`src/rtl/timer_pkg.sv`:
```
// Purpose: shared types and defaults for the min:sec countdown control stage.
// Latency: n/a (declarations only).
// Backpressure: n/a.
// Contents: state_t (controller states), CLK_DIV_DEF / ALARM_SECS_DEF defaults
//           that the digit-counter benches reuse.
package timer_pkg;

   typedef enum logic [2:0] {
      ST_IDLE,
      ST_LOAD,
      ST_RUN,
      ST_PAUSE,
      ST_ALARM
   } state_t;

   localparam int CLK_DIV_DEF    = 100;  // clk cycles per 1 s tick, >= 2
   localparam int ALARM_SECS_DEF = 5;    // ticks the alarm stays up, >= 1

endpackage

```
`src/rtl/timer_ctrl_if.sv`:
```
// Purpose: request/strobe bundle between a host and timer_ctrl.
// Latency: n/a (wires only).
// Backpressure: none; requests are levels sampled every cycle.
// Signals: start, pause, load_req, zero_in (host -> ctrl);
//          en_out, loadneg_out, clearneg_out, running, alarm (ctrl -> host/chain).
interface timer_ctrl_if;
   import timer_pkg::*;

   logic start;
   logic pause;
   logic load_req;
   logic zero_in;
   logic en_out;
   logic loadneg_out;
   logic clearneg_out;
   logic running;
   logic alarm;

   modport master (
      output start, pause, load_req, zero_in,
      input  en_out, loadneg_out, clearneg_out, running, alarm
   );

   modport slave (
      input  start, pause, load_req, zero_in,
      output en_out, loadneg_out, clearneg_out, running, alarm
   );

endinterface

```
`src/rtl/tick_gen.sv`:
```
// Purpose: 1 s prescaler, counts 0..CLK_DIV-1 while enabled and flags the wrap.
// Latency: wrap is combinational from the count; first wrap CLK_DIV enabled cycles after restart.
// Backpressure: none; run_en low simply freezes the count.
// Ports: clk, clear (sync reset), run_en (advance), restart (force to 0), wrap (out).
module tick_gen
   import timer_pkg::*;
#(
   parameter int CLK_DIV = CLK_DIV_DEF
) (
   input  logic clk,
   input  logic clear,
   input  logic run_en,
   input  logic restart,
   output logic wrap
);

   localparam int               DIV_W = (CLK_DIV > 1) ? $clog2(CLK_DIV) : 1;
   localparam logic [DIV_W-1:0] LAST  = DIV_W'(CLK_DIV - 1);

   logic [DIV_W-1:0] cnt;

   // restart wins over run_en so a state change can zero the count on the
   // same edge that would otherwise advance it.
   always_ff @(posedge clk) begin
      if (clear || restart) begin
         cnt <= '0;
      end else if (run_en) begin
         cnt <= (cnt == LAST) ? '0 : cnt + DIV_W'(1);
      end
   end

   assign wrap = run_en && (cnt == LAST);

endmodule

```
`src/rtl/timer_ctrl.sv`:
```
// Purpose: start/pause/load/alarm sequencing and strobes for the min:sec digit chain.
// Latency: en_out/loadneg_out/clearneg_out combinational; state changes one edge after the request.
// Backpressure: none; requests are levels, an ignored request is simply dropped.
// Ports: clk, clear (sync active-high reset), bus (timer_ctrl_if.slave).
// Params: CLK_DIV (cycles per tick), ALARM_SECS (ticks of alarm before auto-return).
module timer_ctrl
   import timer_pkg::*;
#(
   parameter int CLK_DIV    = CLK_DIV_DEF,
   parameter int ALARM_SECS = ALARM_SECS_DEF
) (
   input  logic         clk,
   input  logic         clear,
   timer_ctrl_if.slave  bus
);

   localparam int                ACNT_W    = $clog2(ALARM_SECS + 1);
   localparam logic [ACNT_W-1:0] ACNT_LAST = ACNT_W'(ALARM_SECS - 1);

   state_t              state;
   state_t              state_nxt;
   logic                run_en;
   logic                restart;
   logic                wrap;
   logic                alarm_done;
   logic [ACNT_W-1:0]   acnt;

   tick_gen #(
      .CLK_DIV (CLK_DIV)
   ) u_tick_gen (
      .clk     (clk),
      .clear   (clear),
      .run_en  (run_en),
      .restart (restart),
      .wrap    (wrap)
   );

   assign alarm_done = wrap && (acnt == ACNT_LAST);

   always_ff @(posedge clk) begin
      if (clear) begin
         state <= ST_IDLE;
         acnt  <= '0;
      end else begin
         state <= state_nxt;
         // The wrap counter only lives while we stay in ALARM; any exit zeroes it.
         if ((state != ST_ALARM) || (state_nxt != ST_ALARM)) begin
            acnt <= '0;
         end else if (wrap) begin
            acnt <= acnt + ACNT_W'(1);
         end
      end
   end

   // pause only means something in RUN/PAUSE; elsewhere it is ignored rather
   // than masking start. load_req is ignored in RUN.
   always_comb begin
      state_nxt = state;
      run_en    = 1'b0;
      restart   = 1'b0;
      case (state)
         ST_IDLE: begin
            restart = 1'b1;
            if (bus.load_req) begin
               state_nxt = ST_LOAD;
            end else if (bus.start && !bus.zero_in) begin
               state_nxt = ST_RUN;
            end
         end
         ST_LOAD: begin
            restart   = 1'b1;
            state_nxt = ST_IDLE;
         end
         ST_RUN: begin
            if (bus.zero_in) begin
               // Terminal count: no tick this cycle, alarm starts from a fresh second.
               restart   = 1'b1;
               state_nxt = ST_ALARM;
            end else begin
               // The pausing cycle still counts, so resume neither adds nor
               // drops a partial second.
               run_en = 1'b1;
               if (bus.pause) begin
                  state_nxt = ST_PAUSE;
               end
            end
         end
         ST_PAUSE: begin
            if (bus.load_req) begin
               state_nxt = ST_LOAD;
            end else if (!bus.pause && bus.start) begin
               state_nxt = ST_RUN;
            end
         end
         ST_ALARM: begin
            run_en = 1'b1;
            if (bus.start || bus.load_req || alarm_done) begin
               restart   = 1'b1;
               state_nxt = ST_IDLE;
            end
         end
         default: begin
            restart   = 1'b1;
            state_nxt = ST_IDLE;
         end
      endcase
   end

   // Strobes are gated by clear so nothing leaks on the cycle the chain is cleared.
   assign bus.en_out       = (state == ST_RUN) && wrap && !clear;
   assign bus.loadneg_out  = !((state == ST_LOAD) && !clear);
   assign bus.clearneg_out = ~clear;
   assign bus.running      = (state == ST_RUN);
   assign bus.alarm        = (state == ST_ALARM);

endmodule
```
`src/flat_wrapper.sv`:
```
// flat-port wrapper written by rule: the top's interface ports become plain ports
module timer_ctrl_flat import timer_pkg::*;
#(
   parameter int CLK_DIV    = CLK_DIV_DEF,
   parameter int ALARM_SECS = ALARM_SECS_DEF
)
  (clk, clear, bus_start, bus_pause, bus_load_req, bus_zero_in, bus_en_out, bus_loadneg_out, bus_clearneg_out, bus_running, bus_alarm);
  timer_ctrl_if bus_i ();
  input  logic clk;
  input  logic clear;
  input wire logic [$bits(bus_i.start)-1:0] bus_start;
  input wire logic [$bits(bus_i.pause)-1:0] bus_pause;
  input wire logic [$bits(bus_i.load_req)-1:0] bus_load_req;
  input wire logic [$bits(bus_i.zero_in)-1:0] bus_zero_in;
  output wire logic [$bits(bus_i.en_out)-1:0] bus_en_out;
  output wire logic [$bits(bus_i.loadneg_out)-1:0] bus_loadneg_out;
  output wire logic [$bits(bus_i.clearneg_out)-1:0] bus_clearneg_out;
  output wire logic [$bits(bus_i.running)-1:0] bus_running;
  output wire logic [$bits(bus_i.alarm)-1:0] bus_alarm;
  assign bus_i.start = bus_start;
  assign bus_i.pause = bus_pause;
  assign bus_i.load_req = bus_load_req;
  assign bus_i.zero_in = bus_zero_in;
  assign bus_en_out = bus_i.en_out;
  assign bus_loadneg_out = bus_i.loadneg_out;
  assign bus_clearneg_out = bus_i.clearneg_out;
  assign bus_running = bus_i.running;
  assign bus_alarm = bus_i.alarm;
  timer_ctrl #(.CLK_DIV(CLK_DIV), .ALARM_SECS(ALARM_SECS)) u_core (.clk(clk), .clear(clear), .bus(bus_i));
endmodule
```
`config.mk`:
```
export PLATFORM = sky130hd
export DESIGN_NAME = timer_ctrl_flat
export DESIGN_NICKNAME = d
export VERILOG_FILES = /design/src/rtl/timer_pkg.sv /design/src/rtl/timer_ctrl_if.sv /design/src/rtl/tick_gen.sv /design/src/rtl/timer_ctrl.sv /design/src/flat_wrapper.sv
export SDC_FILE = /design/constraint.sdc
export NUM_CORES = 1
export LEC_CHECK = 0
export BUFFER_PORTS_ARGS = -buffer_cell sky130_fd_sc_hd__buf_2
export CORE_MARGIN = 2
export CORE_UTILIZATION = 33
export DETAILED_ROUTE_END_ITERATION = 8
export HOLD_SLACK_MARGIN = 0.06
export PLACE_DENSITY = 0.57
export SLEW_MARGIN = 30
export SYNTH_ARGS = -nofsm -noshare
export SYNTH_HDL_FRONTEND = slang
export SYNTH_SLANG_ARGS = --single-unit
```
`constraint.sdc`:
```
create_clock -name clk -period 1.8 [get_ports clk]
set_clock_uncertainty 0.15 [all_clocks]
set_input_delay 0.09 -clock clk [delete_from_list [all_inputs] [get_ports clk]]
set_output_delay 0.09 -clock clk [all_outputs]
set_load 0.01 [all_outputs]
```
# ---- After elaboration in Yosys (flattened, before gate mapping)
# Index checks and enable logic that the tools add are counted.
dict set report op_classes {
  addsub 2
  mux 14
  eq_ne 8
  n_bitwise 1
  n_reduce_logical 17
}
# cell count
set ops {}
lappend ops {{2-to-1 mux 3 bit} 7}
lappend ops {{case mux 3 bit (4 select lines)} 1}
lappend ops {{adder 7 x 1 -> 7 bit, second input constant} 1}
lappend ops {{equality test 7 bit, second input constant} 1}
lappend ops {{logical AND 1 bit} 7}
lappend ops {{2-to-1 mux 7 bit} 1}
lappend ops {{equality test 3 x 2 -> 1 bit, second input constant} 2}
lappend ops {{equality test 3 bit, second input constant} 2}
lappend ops {{!= test 3 bit, second input constant} 2}
lappend ops {{zero test 1 bit} 4}
lappend ops {{logical OR 1 bit} 4}
lappend ops {{adder 3 x 1 -> 3 bit, second input constant} 1}
lappend ops {{equality test 3 x 1 -> 1 bit, second input constant} 1}
lappend ops {{zero test 3 bit} 1}
lappend ops {{2-to-1 mux 1 bit} 3}
lappend ops {{case mux 1 bit (3 select lines)} 1}
lappend ops {{case mux 1 bit (2 select lines)} 1}
lappend ops {{OR reduction 2 bit} 1}
lappend ops {{inverter 1 bit} 1}
dict set report totals {
  word_cells 45
  in_bits 6
  register_bits 13
  output_inout_bits 5
}

# ---- Longest topological paths before layout
# Gate-level depths: netlist of the first run.
dict set report logic_depth {
  word_depth 10
  ltp_mapped 5
  ltp_nobuf 5
}

# ---- Hierarchy
# A second synthesis of the first run with hierarchy kept.
dict set report unflattened {
  hier_cells 82
  hier_area_um2 747.0
}
# module seq_area_each_um2 n_inst cells_each area_each_um2
set modules_own_cells {}
lappend modules_own_cells {timer_ctrl 120.1 1 46 375.4}
lappend modules_own_cells {tick_gen 140.1 1 36 371.6}

# ---- Least setup slack after synthesis of the first run
# OpenSTA, ideal clock, no wires.
dict set report synth_timing {
  path_type {register to register}
  startpoint {register u_core.state[2]}
  endpoint {register u_core.acnt[2]}
  setup_slack_ps -271
  arrival_ps 1817
  setup_ps 103
  stages_incl_launch_ff 6
  n_path_buf 0
  required_time_ps 1547
  synth_period_minus_slack_ps 2071
  cell_sequence {dfxtp_1 -> or3b_4 -> inv_2 -> o2111ai_4 -> or3_1 -> a2111oi_2}
}
dict set report synth_via {
  elab_chain_len 10
  word_cells_on_any_way 20
  classes_between {eq/ne (5); mux (9); reduce/logical (6)}
}
# element line
set synth_lines {}
lappend synth_lines {{from (decl)} timer_ctrl.sv:20} ;# state_t state;
lappend synth_lines {{from (signal assigned)} timer_ctrl.sv:45} ;# state <= state_nxt;
lappend synth_lines {{equality test 3 bit (*)} n/a}
lappend synth_lines {{via bus_alarm} flat_wrapper.sv:19} ;# output wire logic [$bits(bus_i.alarm)-1:0] bus_alarm;
lappend synth_lines {{case mux 1 bit (2 select lines)} timer_ctrl.sv:61} ;# case (state)
lappend synth_lines {{logical AND 1 bit} tick_gen.sv:32} ;# assign wrap = run_en && (cnt == LAST);
lappend synth_lines {{logical AND 1 bit} timer_ctrl.sv:38} ;# assign alarm_done = wrap && (acnt == ACNT_LAST);
lappend synth_lines {{logical OR 1 bit} timer_ctrl.sv:97} ;# if (bus.start || bus.load_req || alarm_done) begin
lappend synth_lines {{2-to-1 mux 3 bit} timer_ctrl.sv:97}
lappend synth_lines {{case mux 3 bit (4 select lines)} timer_ctrl.sv:61}
lappend synth_lines {{!= test 3 bit} timer_ctrl.sv:47} ;# if ((state != ST_ALARM) || (state_nxt != ST_ALARM)) begin
lappend synth_lines {{logical OR 1 bit} timer_ctrl.sv:47}
lappend synth_lines {{OR reduction 2 bit (no source line)} n/a}
lappend synth_lines {{to (signal assigned)} timer_ctrl.sv:50} ;# acnt <= acnt + ACNT_W'(1);
lappend synth_lines {{to (decl)} timer_ctrl.sv:26} ;# logic [ACNT_W-1:0] acnt;
# Mark *: on every way through the listed nets, which the timed path passes. The rest lies on a longest branch.
# A chain may end at the register's enable or synchronous reset.

# ---- Worst setup path in the final report of the first run
dict set report layout_timing {
  startpoint {register u_core.state[2]}
  endpoint {register u_core.acnt[2]}
}
dict set report layout_via {
  elab_chain_len 10
  word_cells_on_any_way 20
  classes_between {eq/ne (5); mux (9); reduce/logical (6)}
}
# element line
set layout_lines {}
lappend layout_lines {{equality test 3 bit or equality test 3 x 2 -> 1 bit (tied branches)} timer_ctrl.sv:61}
lappend layout_lines {{case mux 1 bit (2 select lines)} timer_ctrl.sv:61}
lappend layout_lines {{logical AND 1 bit} tick_gen.sv:32}
lappend layout_lines {{logical AND 1 bit} timer_ctrl.sv:38}
lappend layout_lines {{logical OR 1 bit} timer_ctrl.sv:97}
lappend layout_lines {{2-to-1 mux 3 bit} timer_ctrl.sv:97}
lappend layout_lines {{case mux 3 bit (4 select lines)} timer_ctrl.sv:61}
lappend layout_lines {{!= test 3 bit} timer_ctrl.sv:47}
lappend layout_lines {{logical OR 1 bit} timer_ctrl.sv:47}
lappend layout_lines {{OR reduction 2 bit (no source line)} n/a}
# Parallel ways exist; a longest one is shown, timed or not.

==> run metrics, run 1 <==
status complete, but fails checks; failing checks negative setup slack; site row count 17; sw frac 0.2540; CTS buffer count 3; Avg Cell Area, Syn 8.332 µm²; drt pass-1 iters 4; routed len/inst 13.37 µm; nets@finish 139; vias in the first global route 734; combinational power share 0.142; first-pass GRT wire length 3229 µm; Clock Latency Late Sink 270 ps; CTS tree yes; Post-synth EDFFs 0; initial antenna violation count 0; top-count cell post-synth dfxtp_1; Seq/Total Area, Yosys 0.3432; net count after synthesis 100; Num Clock Sinks 13; P_sw 0.1394 mW; biggest cell delay along the critical path 400 ps; Clk pin slew, worst setup/hold paths 70 ps; Cell variety after synth 31; Data required, critical path 1830 ps; via count 814; main area contributors after synthesis dfxtp_1, o21ai_0, ha_1, or3_1, nand3_1; Worst R2R Path Depth 5; routability cong. 0.7947; max-cap check violation count 0; core area 0.002191 mm²; GRT Overall Usage 0.1625; RSZ-0062 raised after global routing yes; Worst Hold Class input pin to flop; Power Internal 0.4095 mW; FF-to-FF End u_core.acnt[2]$_SDFFE_PP0P_; synthesized netlist cell count 91; Ports 11; Die Y 51.94 µm; slew margin rel. 0.7909; M1 wire length 957 µm; hold_ws 124.9 ps; Primary FF master, synth dfxtp_1; CP cell instances or3b_4 -> inv_4 -> o2111ai_4 -> or3_1 -> a2111oi_2; Ys Warns 0; root buffer cell clkbuf_4; Hold Fails Final Rpt 0; Layout area overhead 54.46%; Met2 Wirelength 1017 µm; Cell Area, Synth 758.2 µm²; fin crit period 1859 ps; Seq pwr share 0.533; reported leakage power 0.4456 nW; Initial Utilization 0.3461; Slew @ Worst Pin 310.8 ps; Synth top area share 0.3432; FF-to-FF Start u_core.state[2]$_SDFF_PP0_; Max FO, Critical Path 4; final setup fails 2; delay-heaviest family, CP simple AND/OR/NAND/NOR gates; DRT antenna net count 0; Clk pwr share 0.325; Setup WS post-layout -59.11 ps; DRC 0; HPWL Detailed 1453 µm; flops & latches, synth 13; Max Fclk 537.9 MHz; Slowest-stage cell, CP or3b_4; Arr. time, crit path 1890 ps; Max Slew Vio Count 0; Post-Layout Inst Area 0.001171 mm²; DRT iter0 DRCs 13; Sequential cell area 271.5 µm²; Die Wd 51.94 µm; ys async rst share 0; Tcrit/Tclk final 1.033; WL met3 86 µm; Setup CP Type flop to flop; highest metal layer with signal wires met4; multi-input logic area 544.3 µm²; CP Capture Type flop; Hold Crit Start bus_zero_in; worst vdd ir 0.0002925 V; final WL 2099 µm; fill count 211; cell accounting for the most synthesized area dfxtp_1; pwr dens 468.7 mW/mm²; Vias per Instance 5.185; I/O Buffers 10; Ant. Diodes 0; largest net degree at the start of global routing 11; Worst setup SP type flop; grt total ovfl 0; Design Power 0.5489 mW; H-tree Lvls 1; fraction of layout cells with a size suffix above 1 0.4496; clk buf depth 2; worst hold path depth 4; Die ar. 0.002697 mm²; Reg2Reg Setup Slack -60 ps; worst hold endpoint u_core.state[2]$_SDFF_PP0_; Bufs and invs on worst path 1; Placed Area 984.7 µm²; Synth top cells by count dfxtp_1, o21ai_0, inv_1
-- flip-flops by register name, indices dropped and copies added, names as in the netlist --
register,count
u_core.u_tick_gen.cnt,7
u_core.acnt,3
u_core.state,3
-- power by group through the flow --
stage	clock, mW	sequential [mW]	combinational, mW
floorplan	0	0.299	0.0287
finish	0.178	0.292	0.0781
detailed placement	0	0.299	0.0607
CTS	0.186	0.291	0.0667
global route	0.203	0.293	0.0835
global placement	0	0.299	0.0604
-- routing by layer --
| layer | vias up | global-route usage |
|---|---|---|
| met3 | 5 | 0.02011 |
| met4 | 0 | 0.07895 |
| met1 | 382 | 0.2078 |
| met2 | 19 | 0.2679 |
| met5 | - | 0 |
| li1 | 408 | - |
-- worst max-delay path by stage --
stage / from / endpoint / slack, ps / cells after the start
after floorplan: u_core.state[2]$_SDFF_PP0_ / u_core.acnt[2]$_SDFFE_PP0P_ / -140 / 5
after global placement: u_core.state[0]$_SDFF_PP0_ / u_core.u_tick_gen.cnt[5]$_SDFFE_PP0P_ / -40 / 5
after detailed placement: u_core.state[0]$_SDFF_PP0_ / u_core.acnt[2]$_SDFFE_PP0P_ / -80 / 5
after CTS: u_core.state[2]$_SDFF_PP0_ / bus_en_out / -50 / 6
after global routing: u_core.state[2]$_SDFF_PP0_ / u_core.acnt[2]$_SDFFE_PP0P_ / -120 / 5
final: u_core.state[2]$_SDFF_PP0_ / u_core.acnt[2]$_SDFFE_PP0P_ / -60 / 5
-- placed cells by master, fill, tap and decap left out, types with 2 or more instances in the layout --
cell type      count
a21oi_1            2
o21ai_0            7
dfxtp_4            2
buf_4             22
a211oi_1           2
dfxtp_1            8
buf_2             10
a21oi_2            3
or3_1              4
nor2_1             6
xor2_1             2
ha_1               2
dlygate4sd3_1      2
nor2b_1            2
nor4_1             4
dfxtp_2            3
nand2_1            4
inv_1              8
clkbuf_4           3
buf_6              2
nand3_1            5
-- worst reg2reg max path: cells and delay by family, from the launching register on --
kind | cells | cell delay (ps)
AOI/OAI and AO/OA | 2 | 410
buffers and inverters | 1 | 70
DFF | 1 | 370
and+or+nand+nor | 2 | 750
-- repair_timing --
| action | 4_1_cts | 5_1_grt |
|---|---|---|
| resized for setup | 12 | 12 |
| setup endpoints to repair | 8 | 11 |
| buffers inserted | 3 | 2 |
| gates cloned | 0 | 0 |
| hold buffers | 1 | 1 |
| pin swaps | 5 | 5 |
| endpoints found under the hold margin | 7 | 6 |
-- cell type report --
class | count | area share
clock buffer | 4 | 0.02244
inverter | 9 | 0.03098
multi-input combinational | 67 | 0.4647
tap | 28 | 0.02991
timing repair buffer | 36 | 0.2201
sequential | 13 | 0.2318
-- cells by family after synthesis --
logic type / after synthesis / share of synthesized area
AO/OA/AOI/OAI: 23 / 0.2261
XOR/XNOR: 3 / 0.03466
adder cells (fa/ha/maj): 3 / 0.04951
buffers and inverters: 11 / 0.05446
flip-flops: 13 / 0.3432
multiplexers: 1 / 0.01320
AND/OR/NAND/NOR: 37 / 0.2789
-- metrics by stage --
step | std cells | setup TNS (ps) | utilization | setup slack [ps]
after CTS | 154 | -206.4 | 0.4940 | -52.15
after global placement | 146 | -141.2 | 0.4495 | -35.90
after floorplan | 91 | -217.3 | - | -136.7
final | 157 | -66.30 | 0.5346 | -59.11
after global routing | 157 | -416.9 | 0.5346 | -122.0
after detailed placement | 146 | -210.9 | 0.4495 | -75.93
Power figures use the tool's default switching activity.
==> inputs of run 2 (changes only) <==
Settings changed: CORE_UTILIZATION 33 to 31, PLACE_DENSITY 0.57 to 0.54.
==> run 2 against run 1 <==
  * The flow still finishes with violations (negative setup slack)
  * Worst setup slack got worse by 53 ps
  * Non-clock buffer count fell by 4
  * Die area rose by 5.9%
  * Via count fell by 2.8%
  * Sequential share of layout area rose by 1.2 points
  * Register-to-register slack got worse by 50 ps
  * Maximum frequency fell by 2.7%
  * Cell area fell by 4.8%
  * First-iteration DRC count rose by 38%
  * Critical path type unchanged
  * Highest routed layer is now met3
==> run metrics, run 2 (synthesized netlist as in run 1, its figures left out) <==
top flop regs u_core.u_tick_gen.cnt (7), u_core.acnt (3), u_core.state (3); Clk pin slew, worst setup/hold paths 80 ps (about the same); Ports 11 (unchanged); Place WS -102.2 ps (-26.27 ps); fin crit period 1912 ps (+52.53 ps); drt pass-1 iters 4 (unchanged); CP Capture Point u_core.acnt[2]$_SDFFE_PP0P_; RSZ-0062 raised after global routing yes; final WL 1971 µm (-6.1%); CTS buffer count 3 (unchanged); setup tns final -111.6 ps (-45.33 ps); CP startpoint u_core.state[2]$_SDFF_PP0_; Arr. time, crit path 1940 ps (+50 ps); Setup CP Type flop to flop; largest net degree at the start of global routing 11 (unchanged); core area 0.002255 mm² (+2.9%); H-tree Lvls 1 (unchanged); Reg2Reg Setup Slack -110 ps (-50 ps); routability cong. 0.7553 (-5.0%); I/O Buffers 10 (unchanged); site row count 17 (unchanged); Clock Latency Late Sink 280 ps (about the same); Die ar. 0.002857 mm² (+5.9%); fill count 226 (+7.1%); max reg flops 7 (unchanged); hold_ws 76.49 ps (-48.38 ps); Die Y 53.46 µm (+2.9%); Data required, critical path 1830 ps (about the same); worst vdd ir 0.0003817 V (+31%); CP Capture Type flop; Slew @ Worst Pin 356.6 ps (+45.78 ps); Ant. Diodes 0 (unchanged); grt total ovfl 0 (unchanged); Vias per Instance 5.170 (-0.29%); via count 791 (-2.8%); most frequent cells in the layout buf_4, buf_2, inv_1, dfxtp_1; Worst R2R Path Depth 5 (unchanged); reported leakage power 0.4217 nW (-5.4%); Num Clock Sinks 13 (unchanged); Hold Fails Final Rpt 0 (unchanged); Die Wd 53.46 µm (+2.9%); commonest non-fill, non-tap cell in the layout buf_4; DRC 0 (unchanged); initial antenna violation count 0 (unchanged); first-pass GRT wire length 3312 µm (+2.6%); Max Fclk 523.1 MHz (-2.7%); vias in the first global route 782 (+6.5%); largest register by flop count u_core.u_tick_gen.cnt; Tcrit/Tclk final 1.062 (+0.02918); pwr dens 487.9 mW/mm² (+4.1%); Initial Utilization 0.3363 (-0.009795); DRT antenna net count 0 (unchanged); Layout area overhead 47.03%; Worst setup SP type flop; FF-to-FF End u_core.acnt[2]$_SDFFE_PP0P_; root buffer cell clkbuf_4; Setup WS post-layout -111.6 ps (-52.53 ps); final setup fails 1 (-1); Max FO, Critical Path 5 (+1); failing checks negative setup slack; GRT Overall Usage 0.1628 (+0.0003076); HPWL Detailed 1454 µm (about the same); Worst Hold Class input pin to flop; clk buf depth 2 (unchanged); FF-to-FF Start u_core.state[2]$_SDFF_PP0_; DRT iter0 DRCs 18 (+5); max-cap check violation count 0 (unchanged); status complete, but fails checks; slew margin rel. 0.7623 (-0.02861); Design Power 0.5439 mW (-0.90%); Max Slew Vio Count 0 (unchanged); nets@finish 135 (-2.9%); routed len/inst 12.88 µm (-3.6%); CTS tree yes; fraction of layout cells with a size suffix above 1 0.3920 (-0.05761)
run 2: how the worst min path moves through the flow:
stage,to,cells after the start,startpoint,slack (ps)
after floorplan,u_core.state[2]$_SDFF_PP0_,2,bus_zero_in,80
after global placement,u_core.state[2]$_SDFF_PP0_,2,clear,260
after detailed placement,u_core.state[2]$_SDFF_PP0_,2,clear,260
after CTS,u_core.state[2]$_SDFF_PP0_,4,bus_zero_in,70
after global routing,u_core.state[2]$_SDFF_PP0_,4,bus_zero_in,80
final,u_core.state[2]$_SDFF_PP0_,4,bus_zero_in,80
run 2: final cells by class:
type	count	area, µm²	area share
inverters	9	36.28	0.03255
repair buffers	32	236.5	0.2121
clock buffers	4	26.28	0.02357
multi-input cells	67	509.2	0.4568
well taps	28	35.03	0.03143
flip-flops and latches	13	271.5	0.2435
run 2: metrics by stage:
step / util / instances / cell area, µm²
after floorplan: - / 91 / 764.5
after global placement: 0.4323 / 143 / 974.7
after detailed placement: 0.4323 / 143 / 974.7
after CTS: 0.4822 / 153 / 1087
after global routing: 0.4945 / 153 / 1115
final: 0.4945 / 153 / 1115
run 2: per-layer routing:
layer	wire length [µm]	GRT usage
met5	0	0
met4	0	0.02564
met3	89	0.05085
met2	984	0.3045
met1	896	0.1795
run 2: repair_timing:
item,4_1_cts,5_1_grt
endpoints found under the hold margin,7,0
hold buffers,2,0
endpoints found under the setup margin,10,10
pin swaps,5,2
setup buffers,4,0
resized for setup,11,5
run 2: worst max-delay path: stages, from the launching register on:
cell,delay (ps)
dfxtp_4,370
or3b_4,390
inv_4,80
o2111ai_4,130
or3_4,380
a2111oi_4,310
run 2: power by group:
| group | switching, mW | total, mW | internal (mW) |
|---|---|---|---|
| clock network | 0.0961 | 0.182 | 0.0860 |
| registers | 0.00331 | 0.291 | 0.288 |
| logic | 0.0376 | 0.0705 | 0.0329 |
